### config.mk
export PLATFORM = sky130hd
export DESIGN_NAME = pipeline_stage_register_flat
export DESIGN_NICKNAME = d
export VERILOG_FILES = /design/src/rtl/pipeline_stage_register_if.sv /design/src/rtl/pipeline_stage_register.sv /design/src/flat_wrapper.sv
export SDC_FILE = /design/constraint.sdc
export NUM_CORES = 1
export LEC_CHECK = 0
export BUFFER_PORTS_ARGS = -buffer_cell sky130_fd_sc_hd__buf_2
export CORE_MARGIN = 10
export CORE_UTILIZATION = 48
export DETAILED_ROUTE_END_ITERATION = 8
export GPL_TIMING_DRIVEN = 0
export PLACE_DENSITY = 0.78
export REMOVE_ABC_BUFFERS = 1
export SYNTH_ARGS = -nofsm -noshare
export SYNTH_HDL_FRONTEND = slang
export SYNTH_SLANG_ARGS = --single-unit
### constraint.sdc
create_clock -name clk -period 4.1 [get_ports clk]
set_input_delay 0.205 -clock clk [delete_from_list [all_inputs] [get_ports clk]]
set_output_delay 0.205 -clock clk [all_outputs]
set_load 0.05 [all_outputs]
### src/rtl/pipeline_stage_register_if.sv
// ============================================================================
// Module      : pipeline_stage_register_if
// Description : Valid/ready beat bus with a data and a control payload.
// Revision    : 1.0 - initial release
// ============================================================================
`default_nettype none

interface pipeline_stage_register_if #(
  parameter int DATA_WIDTH = 32,
  parameter int CTRL_WIDTH = 8
);
  logic                  valid;
  logic                  ready;
  logic [DATA_WIDTH-1:0] data;
  logic [CTRL_WIDTH-1:0] ctrl;

  modport master (output valid, output data, output ctrl, input  ready);
  modport slave  (input  valid, input  data, input  ctrl, output ready);
endinterface

`default_nettype wire

### src/rtl/pipeline_stage_register.sv
// ============================================================================
// Module      : pipeline_stage_register
// Description : Inter-stage pipeline register with a 2-entry skid buffer,
//               synchronous flush and bubble-masked control payload.
//               Optional stall counter enabled by PIPE_STAGE_STALL_CNT_EN.
// Revision    : 1.0 - initial release
// ============================================================================
`default_nettype none

module pipeline_stage_register #(
  parameter int DATA_WIDTH = 32,
  parameter int CTRL_WIDTH = 8,
  parameter int CNT_WIDTH  = 32
) (
  input  wire logic                 clk,
  input  wire logic                 reset_n,
  input  wire logic                 flush,
  pipeline_stage_register_if.slave  in_if,
  pipeline_stage_register_if.master out_if
`ifdef PIPE_STAGE_STALL_CNT_EN
  ,
  output logic [CNT_WIDTH-1:0]      stall_count
`endif
);

  // State encoding is {main_valid, skid_valid}; 2'b01 is unreachable.
  localparam logic [1:0] S_EMPTY = 2'b00;
  localparam logic [1:0] S_FULL  = 2'b10;
  localparam logic [1:0] S_SKID  = 2'b11;

  logic [1:0]            state_q,     state_d;
  logic [DATA_WIDTH-1:0] main_data_q, main_data_d;
  logic [CTRL_WIDTH-1:0] main_ctrl_q, main_ctrl_d;
  logic [DATA_WIDTH-1:0] skid_data_q, skid_data_d;
  logic [CTRL_WIDTH-1:0] skid_ctrl_q, skid_ctrl_d;

  logic main_valid;
  logic skid_valid;
  logic accept;
  logic pop;

  assign main_valid = state_q[1];
  assign skid_valid = state_q[0];
  assign accept     = in_if.valid & ~skid_valid;
  assign pop        = main_valid & out_if.ready;

  always_ff @(posedge clk or negedge reset_n) begin
    if (!reset_n) begin
      state_q     <= S_EMPTY;
      main_data_q <= '0;
      main_ctrl_q <= '0;
      skid_data_q <= '0;
      skid_ctrl_q <= '0;
    end else begin
      state_q     <= state_d;
      main_data_q <= main_data_d;
      main_ctrl_q <= main_ctrl_d;
      skid_data_q <= skid_data_d;
      skid_ctrl_q <= skid_ctrl_d;
    end
  end

  always_comb begin
    state_d     = state_q;
    main_data_d = main_data_q;
    main_ctrl_d = main_ctrl_q;
    skid_data_d = skid_data_q;
    skid_ctrl_d = skid_ctrl_q;
    // Flush drops every held beat and any beat offered this cycle; the
    // payload registers keep stale contents, hidden by the ctrl mask.
    if (flush) begin
      state_d = S_EMPTY;
    end else begin
      case (state_q)
        S_EMPTY: begin
          if (accept) begin
            state_d     = S_FULL;
            main_data_d = in_if.data;
            main_ctrl_d = in_if.ctrl;
          end
        end
        S_FULL: begin
          if (accept && pop) begin
            main_data_d = in_if.data;
            main_ctrl_d = in_if.ctrl;
          end else if (accept) begin
            state_d     = S_SKID;
            skid_data_d = in_if.data;
            skid_ctrl_d = in_if.ctrl;
          end else if (pop) begin
            state_d = S_EMPTY;
          end
        end
        S_SKID: begin
          if (pop) begin
            state_d     = S_FULL;
            main_data_d = skid_data_q;
            main_ctrl_d = skid_ctrl_q;
          end
        end
        default: state_d = S_EMPTY;
      endcase
    end
  end

  // in_ready depends only on registered state, never on out_ready.
  always_comb begin
    in_if.ready  = ~skid_valid;
    out_if.valid = main_valid;
    out_if.data  = main_data_q;
    out_if.ctrl  = main_valid ? main_ctrl_q : '0;
  end

`ifdef PIPE_STAGE_STALL_CNT_EN
  logic [CNT_WIDTH-1:0] stall_count_q, stall_count_d;

  always_comb begin
    stall_count_d = stall_count_q;
    if (main_valid && !out_if.ready && !(&stall_count_q)) begin
      stall_count_d = stall_count_q + {{(CNT_WIDTH-1){1'b0}}, 1'b1};
    end
  end

  always_ff @(posedge clk or negedge reset_n) begin
    if (!reset_n) begin
      stall_count_q <= '0;
    end else begin
      stall_count_q <= stall_count_d;
    end
  end

  assign stall_count = stall_count_q;
`else
  // Counter is not built; CNT_WIDTH is only meaningful with the counter.
  if (CNT_WIDTH > 0) begin : g_no_stall_cnt
  end
`endif

endmodule

`default_nettype wire

### src/flat_wrapper.sv
// flat-port wrapper written by rule: the top's interface ports become plain ports
module pipeline_stage_register_flat 
#(
  parameter int DATA_WIDTH = 32,
  parameter int CTRL_WIDTH = 8,
  parameter int CNT_WIDTH  = 32
)
  (clk, reset_n, flush, in_if_valid, in_if_data, in_if_ctrl, in_if_ready, out_if_valid, out_if_data, out_if_ctrl, out_if_ready);
  pipeline_stage_register_if #(.DATA_WIDTH(DATA_WIDTH), .CTRL_WIDTH(CTRL_WIDTH)) in_if_i ();
  pipeline_stage_register_if #(.DATA_WIDTH(DATA_WIDTH), .CTRL_WIDTH(CTRL_WIDTH)) out_if_i ();
  input  wire logic clk;
  input  wire logic reset_n;
  input  wire logic flush;
  input wire logic [$bits(in_if_i.valid)-1:0] in_if_valid;
  input wire logic [$bits(in_if_i.data)-1:0] in_if_data;
  input wire logic [$bits(in_if_i.ctrl)-1:0] in_if_ctrl;
  output wire logic [$bits(in_if_i.ready)-1:0] in_if_ready;
  output wire logic [$bits(out_if_i.valid)-1:0] out_if_valid;
  output wire logic [$bits(out_if_i.data)-1:0] out_if_data;
  output wire logic [$bits(out_if_i.ctrl)-1:0] out_if_ctrl;
  input wire logic [$bits(out_if_i.ready)-1:0] out_if_ready;
  assign in_if_i.valid = in_if_valid;
  assign in_if_i.data = in_if_data;
  assign in_if_i.ctrl = in_if_ctrl;
  assign in_if_ready = in_if_i.ready;
  assign out_if_valid = out_if_i.valid;
  assign out_if_data = out_if_i.data;
  assign out_if_ctrl = out_if_i.ctrl;
  assign out_if_i.ready = out_if_ready;
  pipeline_stage_register #(.DATA_WIDTH(DATA_WIDTH), .CTRL_WIDTH(CTRL_WIDTH), .CNT_WIDTH(CNT_WIDTH)) u_core (.clk(clk), .reset_n(reset_n), .flush(flush), .in_if(in_if_i), .out_if(out_if_i));
endmodule
Yosys cells after proc, flatten, opt, wreduce, memory -nomap -nowiden
Cells that the tools add are included.
{ "classes": {"eq_ne": 9, "muxes": 16, "bitwise": 5, "n_reduce_logical": 6} }
{ "ops": {"columns": ["operator", "n"], "rows": [
  ["two-way mux 32 bit", 3],
  ["one-hot mux 32 bit (3 select lines)", 1],
  ["two-way mux 8 bit", 4],
  ["one-hot mux 8 bit (3 select lines)", 1],
  ["two-way mux 2 bit", 6],
  ["AND reduction 4 bit", 2],
  ["!= test 2 x 1 -> 1 bit (second input constant)", 3],
  ["!= test 3 x 2 -> 1 bit (second input constant)", 2],
  ["one-hot mux 2 bit (3 select lines)", 1],
  ["AND reduction 5 bit", 1],
  ["equality test 2 bit (second input constant)", 2],
  ["!= test 4 x 2 -> 1 bit (second input constant)", 1],
  ["!= test 3 bit (second input constant)", 1],
  ["inverter 1 bit", 3],
  ["nonzero test 3 bit", 1],
  ["AND 1 bit", 2],
  ["zero test 2 bit", 1],
  ["logical AND 1 bit", 1]
]} }
{ "word_totals": {"reg_bits": 82, "in_bits": 45, "wordCells": 41} }

Longest topological paths before layout
Gate-level depths: netlist of the first run.
{ "logic_depth": {"depth_word": 6, "mapped_depth": 7, "mapped_depth_nobuf": 6} }

Worst setup path after synthesis of the first run
No wires, ideal clock.
{ "synth_path": {"path_type": "reg-to-reg", "start": "reg u_core.state_q[0]", "end": "reg u_core.skid_ctrl_q[0]", "setup_time_ps": 125, "arrival_ps": 2077, "required_time_ps": 3975, "path_slack_ps": 1898, "path_stages_with_launch": 8, "n_path_buf": 2, "period_less_slack_ps": 2202, "path_cell_list": "dfrtp_1 inv_1 ha_1 nand3b_1 or3b_1 buf_2 buf_6 mux2_4"} }
{ "synth_via": {"elab_chain_len": 5} }
{ "synth_lines": {"columns": ["element", "line_no", "text"], "rows": [
  ["start: declaration", "pipeline_stage_register.sv:31", "logic [1:0] state_q, state_d;"],
  ["start signal: assignment", "pipeline_stage_register.sv:55", "state_q <= state_d;"],
  ["inverter 1 bit *", null, null],
  ["net in_if_ready", "flat_wrapper.sv:17", "output wire logic [$bits(in_if_i.ready)-1:0] in_if_ready;"],
  ["AND 1 bit *", "pipeline_stage_register.sv:44", "assign accept = in_if.valid & ~skid_valid;"],
  ["logical AND 1 bit", "pipeline_stage_register.sv:83", "if (accept && pop) begin"],
  ["inverter 1 bit (no line)", null, null],
  ["AND reduction 4 bit (no line) *", null, null],
  ["end signal: assignment", "pipeline_stage_register.sv:59", "skid_ctrl_q <= skid_ctrl_d;"],
  ["end: declaration", "pipeline_stage_register.sv:35", "logic [CTRL_WIDTH-1:0] skid_ctrl_q, skid_ctrl_d;"]
]} }
Mark *: on every way through the listed nets, which the timed path passes. The rest lies on a longest branch.
A chain may end at the register's enable or synchronous reset.

Worst setup path in the final report of the first run
{ "layout_path": {"start": "reg u_core.state_q[1]", "end": "reg u_core.main_data_q[6], in the netlist u_core.out_if.data[6]"} }
{ "layout_via": {"elab_chain_len": 4} }
{ "layout_lines": {"columns": ["element", "line_no", "text"], "rows": [
  ["AND 1 bit", "pipeline_stage_register.sv:45", "assign pop = main_valid & out_if.ready;"],
  ["logical AND 1 bit", "pipeline_stage_register.sv:83", null],
  ["!= test 2 x 1 -> 1 bit (no line)", null, null],
  ["AND reduction 5 bit (no line)", null, null],
  ["end signal: assignment", "pipeline_stage_register.sv:56", "main_data_q <= main_data_d;"],
  ["end: declaration", "pipeline_stage_register.sv:32", "logic [DATA_WIDTH-1:0] main_data_q, main_data_d;"]
]} }
Parallel ways exist; a longest one is shown, timed or not.

==> summary.txt, run 1 <==
Cell Rows: 32
global-route wire length before repair: 12.53 mm
Hold Crit Class: primary input to register
Mapped Area: 0.003882 sq mm
register area: 0.002052 sq mm
Distinct cells, synth: 22
Least-Margin Pin Slew: 0.9340 ns
crit path max fanout: 23
Worst-path clk slew: 0.08 ns
number of synthesized register bits: 82
PortBufs: 86
Post CTS Setup Buffer Count: 0
syn avg cell area: 15.47 sq um
diode count: 0
1st-iter DRT viols: 55
vias in the first global route: 2502
crit path DAT: 3.04 ns
Max clock buf depth: 2
most frequent cells in the layout: buf_2 (85), dfrtp_1 (82), mux2_2 (66)
# setup viols final: 0
WP data required: 4.32 ns
initial antenna violation count: 0
relative slew slack: 0.3773
cell taking the most area after synthesis: dfrtp_1
Final Wtd Congestion: 0.7236
initial core utilization: 0.4973
Power Density: 814.9 mW/mm^2
post-detailed-route count of antenna-violating nets: 0
routed wire length: 7.831 mm
Synth top area share: 0.5285
GR Overflow Total: 0
Die Ht: 109.9 um
YS warnings: 0
residual DRC count: 0
TritonCTS clock tree: yes
Final Power: 3.784 mW
Max-Cap Viols: 0
post-DR vias/cell: 5.070
Area contributors post-synth: dfrtp_1 (53%), mux2_2 (19%), mux2_4 (15%)
Final Cell Area: 0.004643 sq mm
Startpoint Class: register
CP endpoint kind: register
via count: 2251
DP HPWL: 5.522 mm
Fin Clk Skew: 0.004594 ns
Die X: 109.9 um
Max Slew Vio Count: 0
status: complete, no violations
area post-placement: 0.004428 sq mm
Core Util, Final: 0.5947
Layout area overhead: 19.59%
FILL cells: 636
Sink Count: 82
multi-input logic area: 0.001737 sq mm
register area share after synthesis: 0.5285
first drt pass iteration count: 4
core area: 0.007807 sq mm
Setup CP Type: register to register
worst skew pair latency: 0.33 ns
clk root buf: clkbuf_8
I/O Pins: 87
Worst VDD drop: 0.4256 mV
min Tclk post-route: 2.822 ns
Achievable Freq: 354.4 MHz
layout cells sized above 1: 0.6228
Tcrit/Tclk final: 0.6882
fin nets: 387
largest net degree at the start of global routing: 43
H-tree Lvls: 3
Avg WL per Cell: 17.64 um
gr usage total: 0.1325
Mapped Cells: 251
CTS Buf Count: 9
Pleak: 2.266 nW
commonest non-fill, non-tap cell in the layout: buf_2
Hold Vio Cnt, Final: 0
total die area: 0.01209 sq mm
RSZ-0062 raised after global routing: no
## registers in the layout, indices dropped and copies added (netlist names)
name	flops
u_core.out_if.data	32
u_core.skid_data_q	32
u_core.main_ctrl_q	8
u_core.skid_ctrl_q	8
u_core.state_q	2
## stage by stage
step                cells  worst slack [ns]  setup TNS [ns]  hold slack [ns]
floorplan             236            0.5015               0         -0.09059
global placement      424           -0.4139          -15.98           0.4486
detailed placement    427             1.229               0           0.2243
CTS                   444             1.214               0          0.08293
global route          444             1.080               0          0.07635
finish                444             1.278               0           0.1077
## repair_timing
| item | CTS | global route |
|---|---|---|
| hold buffers | 1 | 0 |
| resized for setup | 0 | 0 |
| hold endpoints to repair | 41 | 0 |
## synthesized netlist by cell type (all sizes together)
master    n
mux2    121
dfrtp    82
buf      13
and2      8
ha        5
inv       3
nand2     3
a22oi     2
clkbuf    2
nand2b    2
nor2      2
o21ai     2
mux2i     1
nand3     1
nand3b    1
nor3      1
or3b      1
xor2      1
## power breakdown
group	internal, mW	switching, mW	leakage [nW]
combinational	0.699	1.06	1.19
clock	0.314	0.277	0.0986
sequential	1.21	0.218	0.978
## routing by layer
layer / wire, um / vias up / global-route usage
met4: 29 / 0 / 0.05019
met2: 3996 / 72 / 0.2176
li1: - / 1051 / -
met1: 3325 / 1126 / 0.1570
met5: 0 / - / 0
met3: 479 / 2 / 0.04506
## worst max-delay path, stage by stage (launching register included)
cell and delay [ns]:
dfrtp_1 0.56, ha_2 0.45, buf_12 0.24, a22oi_1 0.20, nand3_2 0.52, buf_16 0.39
mux2_1 0.33
## area by class of cell
type	instances	area share
multi-input combinational	151	0.3740
sequential	82	0.4419
clock inverter	4	0.01078
tap	102	0.02749
timing repair buffer	90	0.1099
clock buffer	12	0.03341
inverter	3	0.002425
## worst paths after layout
kind	from	end	slack [ns]	cells past startpoint
worst max-delay path	u_core.state_q[1]$_DFFE_PN0P_	u_core.out_if.data[6]$_DFFE_PN0P_	1.28	6
worst min-delay path	in_if_data[3]	u_core.skid_data_q[3]$_DFFE_PN0P_	0.11	2
worst max register to register	u_core.state_q[1]$_DFFE_PN0P_	u_core.out_if.data[6]$_DFFE_PN0P_	1.28	6
worst min register to register	u_core.out_if.data[30]$_DFFE_PN0P_	u_core.out_if.data[30]$_DFFE_PN0P_	0.49	1
max in group asynchronous	reset_n	u_core.out_if.data[0]$_DFFE_PN0P_	3.10	3
min in group asynchronous	reset_n	u_core.skid_ctrl_q[4]$_DFFE_PN0P_	0.38	2
## kinds of logic after synthesis
logic type,share of synthesized area
AO/OA/AOI/OAI,0.006444
XOR/XNOR,0.002256
adder cells (fa/ha/maj),0.01611
buffers and inverters,0.02675
flip-flops,0.5285
multiplexers,0.3922
AND/OR/NAND/NOR,0.02771
No activity file was read; power rests on OpenSTA's default activity.
==> run 2, diff against run 1 <==
==> constraint.sdc (replaced) <==
create_clock -name clk -period 2.9 [get_ports clk]
set_input_delay 0.145 -clock clk [delete_from_list [all_inputs] [get_ports clk]]
set_output_delay 0.145 -clock clk [all_outputs]
set_load 0.05 [all_outputs]
==> summary.txt, run 2 (same netlist as run 1, synthesis figures left out) <==
Tcrit/Tclk final: 0.9082 (was 0.6882)
TritonCTS clock tree: yes (unchanged)
post-DR vias/cell: 5.052 (was 5.070)
Max-Cap Viols: 0 (unchanged)
P_int: 3.151 mW (was 2.228 mW)
fin nets: 387 (unchanged)
FILL cells: 635 (was 636)
Setup CP Type: register to register (unchanged)
gr usage total: 0.1325 (unchanged)
DP HPWL: 5.522 mm (unchanged)
clk root buf: clkbuf_8 (unchanged)
Worst-path clk slew: 0.08 ns (about the same)
first drt pass iteration count: 4 (unchanged)
Hold Crit Class: primary input to register (unchanged)
Pleak: 2.266 nW (about the same)
Die Ht: 109.9 um (unchanged)
post-detailed-route count of antenna-violating nets: 0 (unchanged)
Startpoint Class: register (unchanged)
CTS Buf Count: 9 (unchanged)
Sink Count: 82 (unchanged)
Layout area overhead: 19.79% (was 19.59%)
initial core utilization: 0.4973 (unchanged)
largest net degree at the start of global routing: 43 (unchanged)
FF-to-FF End: u_core.out_if.data[6]$_DFFE_PN0P_ (unchanged)
Core Util, Final: 0.5957 (was 0.5947)
Sum Neg Setup Slack: 0 ns (unchanged)
crit path DAT: 2.86 ns (was 3.04 ns)
# setup viols final: 0 (unchanged)
Final Power: 5.356 mW (was 3.784 mW)
Least-Margin Pin Slew: 0.9309 ns (was 0.9340 ns)
Final Wtd Congestion: 0.7236 (unchanged)
Switching Power: 2.205 mW (was 1.556 mW)
Worst R2R Path Depth: 6 (unchanged)
Final Cell Area: 0.004651 sq mm (was 0.004643 sq mm)
CP endpoint kind: register (unchanged)
vias in the first global route: 2502 (unchanged)
total die area: 0.01209 sq mm (unchanged)
GR Overflow Total: 0 (unchanged)
Post CTS Setup Buffer Count: 0 (unchanged)
Power Density: 1152 mW/mm^2 (was 814.9 mW/mm^2)
initial antenna violation count: 0 (unchanged)
PortBufs: 86 (unchanged)
Fin Clk Skew: 0.006080 ns (was 0.004594 ns)
register area: 0.002052 sq mm (unchanged)
most frequent cells in the layout: buf_2 (85), dfrtp_1 (82), mux2_2 (66) (unchanged)
RSZ-0062 raised after global routing: no (unchanged)
Sw Ratio: 0.4117 (was 0.4112)
area post-placement: 0.004428 sq mm (unchanged)
residual DRC count: 0 (unchanged)
diode count: 0 (unchanged)
Worst VDD drop: 0.6014 mV (was 0.4256 mV)
reg2reg start: u_core.state_q[1]$_DFFE_PN0P_ (unchanged)
Combinational Power Share: 0.465 (about the same)
routed wire length: 7.804 mm (was 7.831 mm)
Reg power frac: 0.378 (was 0.379)
core area: 0.007807 sq mm (unchanged)
WP data required: 3.12 ns (was 4.32 ns)
Max clock buf depth: 2 (unchanged)
hold slack: 0.04447 ns (was 0.1077 ns)
Hold Vio Cnt, Final: 0 (unchanged)
via count: 2243 (was 2251)
status: complete, no violations (unchanged)
commonest non-fill, non-tap cell in the layout: buf_2 (unchanged)
clock share of power: 0.157 (was 0.156)
Achievable Freq: 379.7 MHz (was 354.4 MHz)
worst reg-to-reg setup slack: 0.27 ns (was 1.28 ns)
min Tclk post-route: 2.634 ns (was 2.822 ns)
Max Slew Vio Count: 0 (unchanged)
relative slew slack: 0.3794 (was 0.3773)
Die X: 109.9 um (unchanged)
Cell Rows: 32 (unchanged)
multi-input logic area: 0.001744 sq mm (was 0.001737 sq mm)
I/O Pins: 87 (unchanged)
layout cells sized above 1: 0.6228 (unchanged)
beginning of the critical path: u_core.state_q[1]$_DFFE_PN0P_ (unchanged)
crit path max fanout: 23 (unchanged)
1st-iter DRT viols: 64 (was 55)
H-tree Lvls: 3 (unchanged)
worst skew pair latency: 0.34 ns (was 0.33 ns)
global-route wire length before repair: 12.53 mm (unchanged)
Avg WL per Cell: 17.58 um (was 17.64 um)
crit path to: u_core.out_if.data[6]$_DFFE_PN0P_ (unchanged)
[run 2: critical path: stages, from the launching register on]
cell and delay [ns]:
dfrtp_1 0.64, ha_2 0.60, buf_12 0.25, a22oi_1 0.13
nand3_4 0.32, buf_16 0.22, mux2_1 0.34
[run 2: layout make-up]
class,instances,area share
Multi-Input combinational cell,151,0.3750
Timing Repair Buffer,90,0.1098
Clock inverter,4,0.01076
Inverter,3,0.002421
Clock buffer,12,0.03336
Tap cell,102,0.02744
Sequential cell,82,0.4412
[run 2: power groups by stage]
stage	Combinational, mW	Clock (mW)	Sequential [mW]
after floorplan	1.13	0	2.80
after global placement	2.46	0	1.99
after detailed placement	2.52	0	2.04
after CTS	2.52	0.870	2.03
after global routing	2.63	0.918	2.11
final	2.49	0.838	2.03
[run 2: per-layer routing]
layer | GRT usage | vias to the layer above | part of all wire
met5 | 0 | - | 0
met4 | 0.05019 | 0 | 0.0076
met3 | 0.04506 | 5 | 0.058
met2 | 0.2176 | 56 | 0.51
met1 | 0.1570 | 1131 | 0.43
li1 | - | 1051 | -
[run 2: repair_timing]
| action | CTS | global route |
|---|---|---|
| endpoints found under the hold margin | 41 | 0 |
| setup endpoints to repair | 0 | 20 |
| hold buffers | 1 | 0 |
| resized for setup | 0 | 1 |
[run 2: how the worst min path moves through the flow]
stage,startpoint,endpoint,slack [ns],cells after the start
finish,in_if_data[3],u_core.skid_data_q[3]$_DFFE_PN0P_,0.04,2
global route,in_if_data[3],u_core.skid_data_q[3]$_DFFE_PN0P_,0.02,2
CTS,in_if_data[3],u_core.skid_data_q[3]$_DFFE_PN0P_,0.02,2
detailed placement,reset_n,u_core.skid_ctrl_q[4]$_DFFE_PN0P_,0.16,1
global placement,in_if_ctrl[4],u_core.skid_ctrl_q[4]$_DFFE_PN0P_,0.39,2
floorplan,reset_n,u_core.main_ctrl_q[0]$_DFFE_PN0P_,-0.15,0
[run 2: per-stage QoR]
step | std cells | worst slack (ns)
after floorplan | 236 | -0.6985
after global placement | 424 | -1.614
after detailed placement | 427 | 0.02942
after CTS | 444 | 0.01442
after global routing | 444 | 0.06654
final | 444 | 0.2662
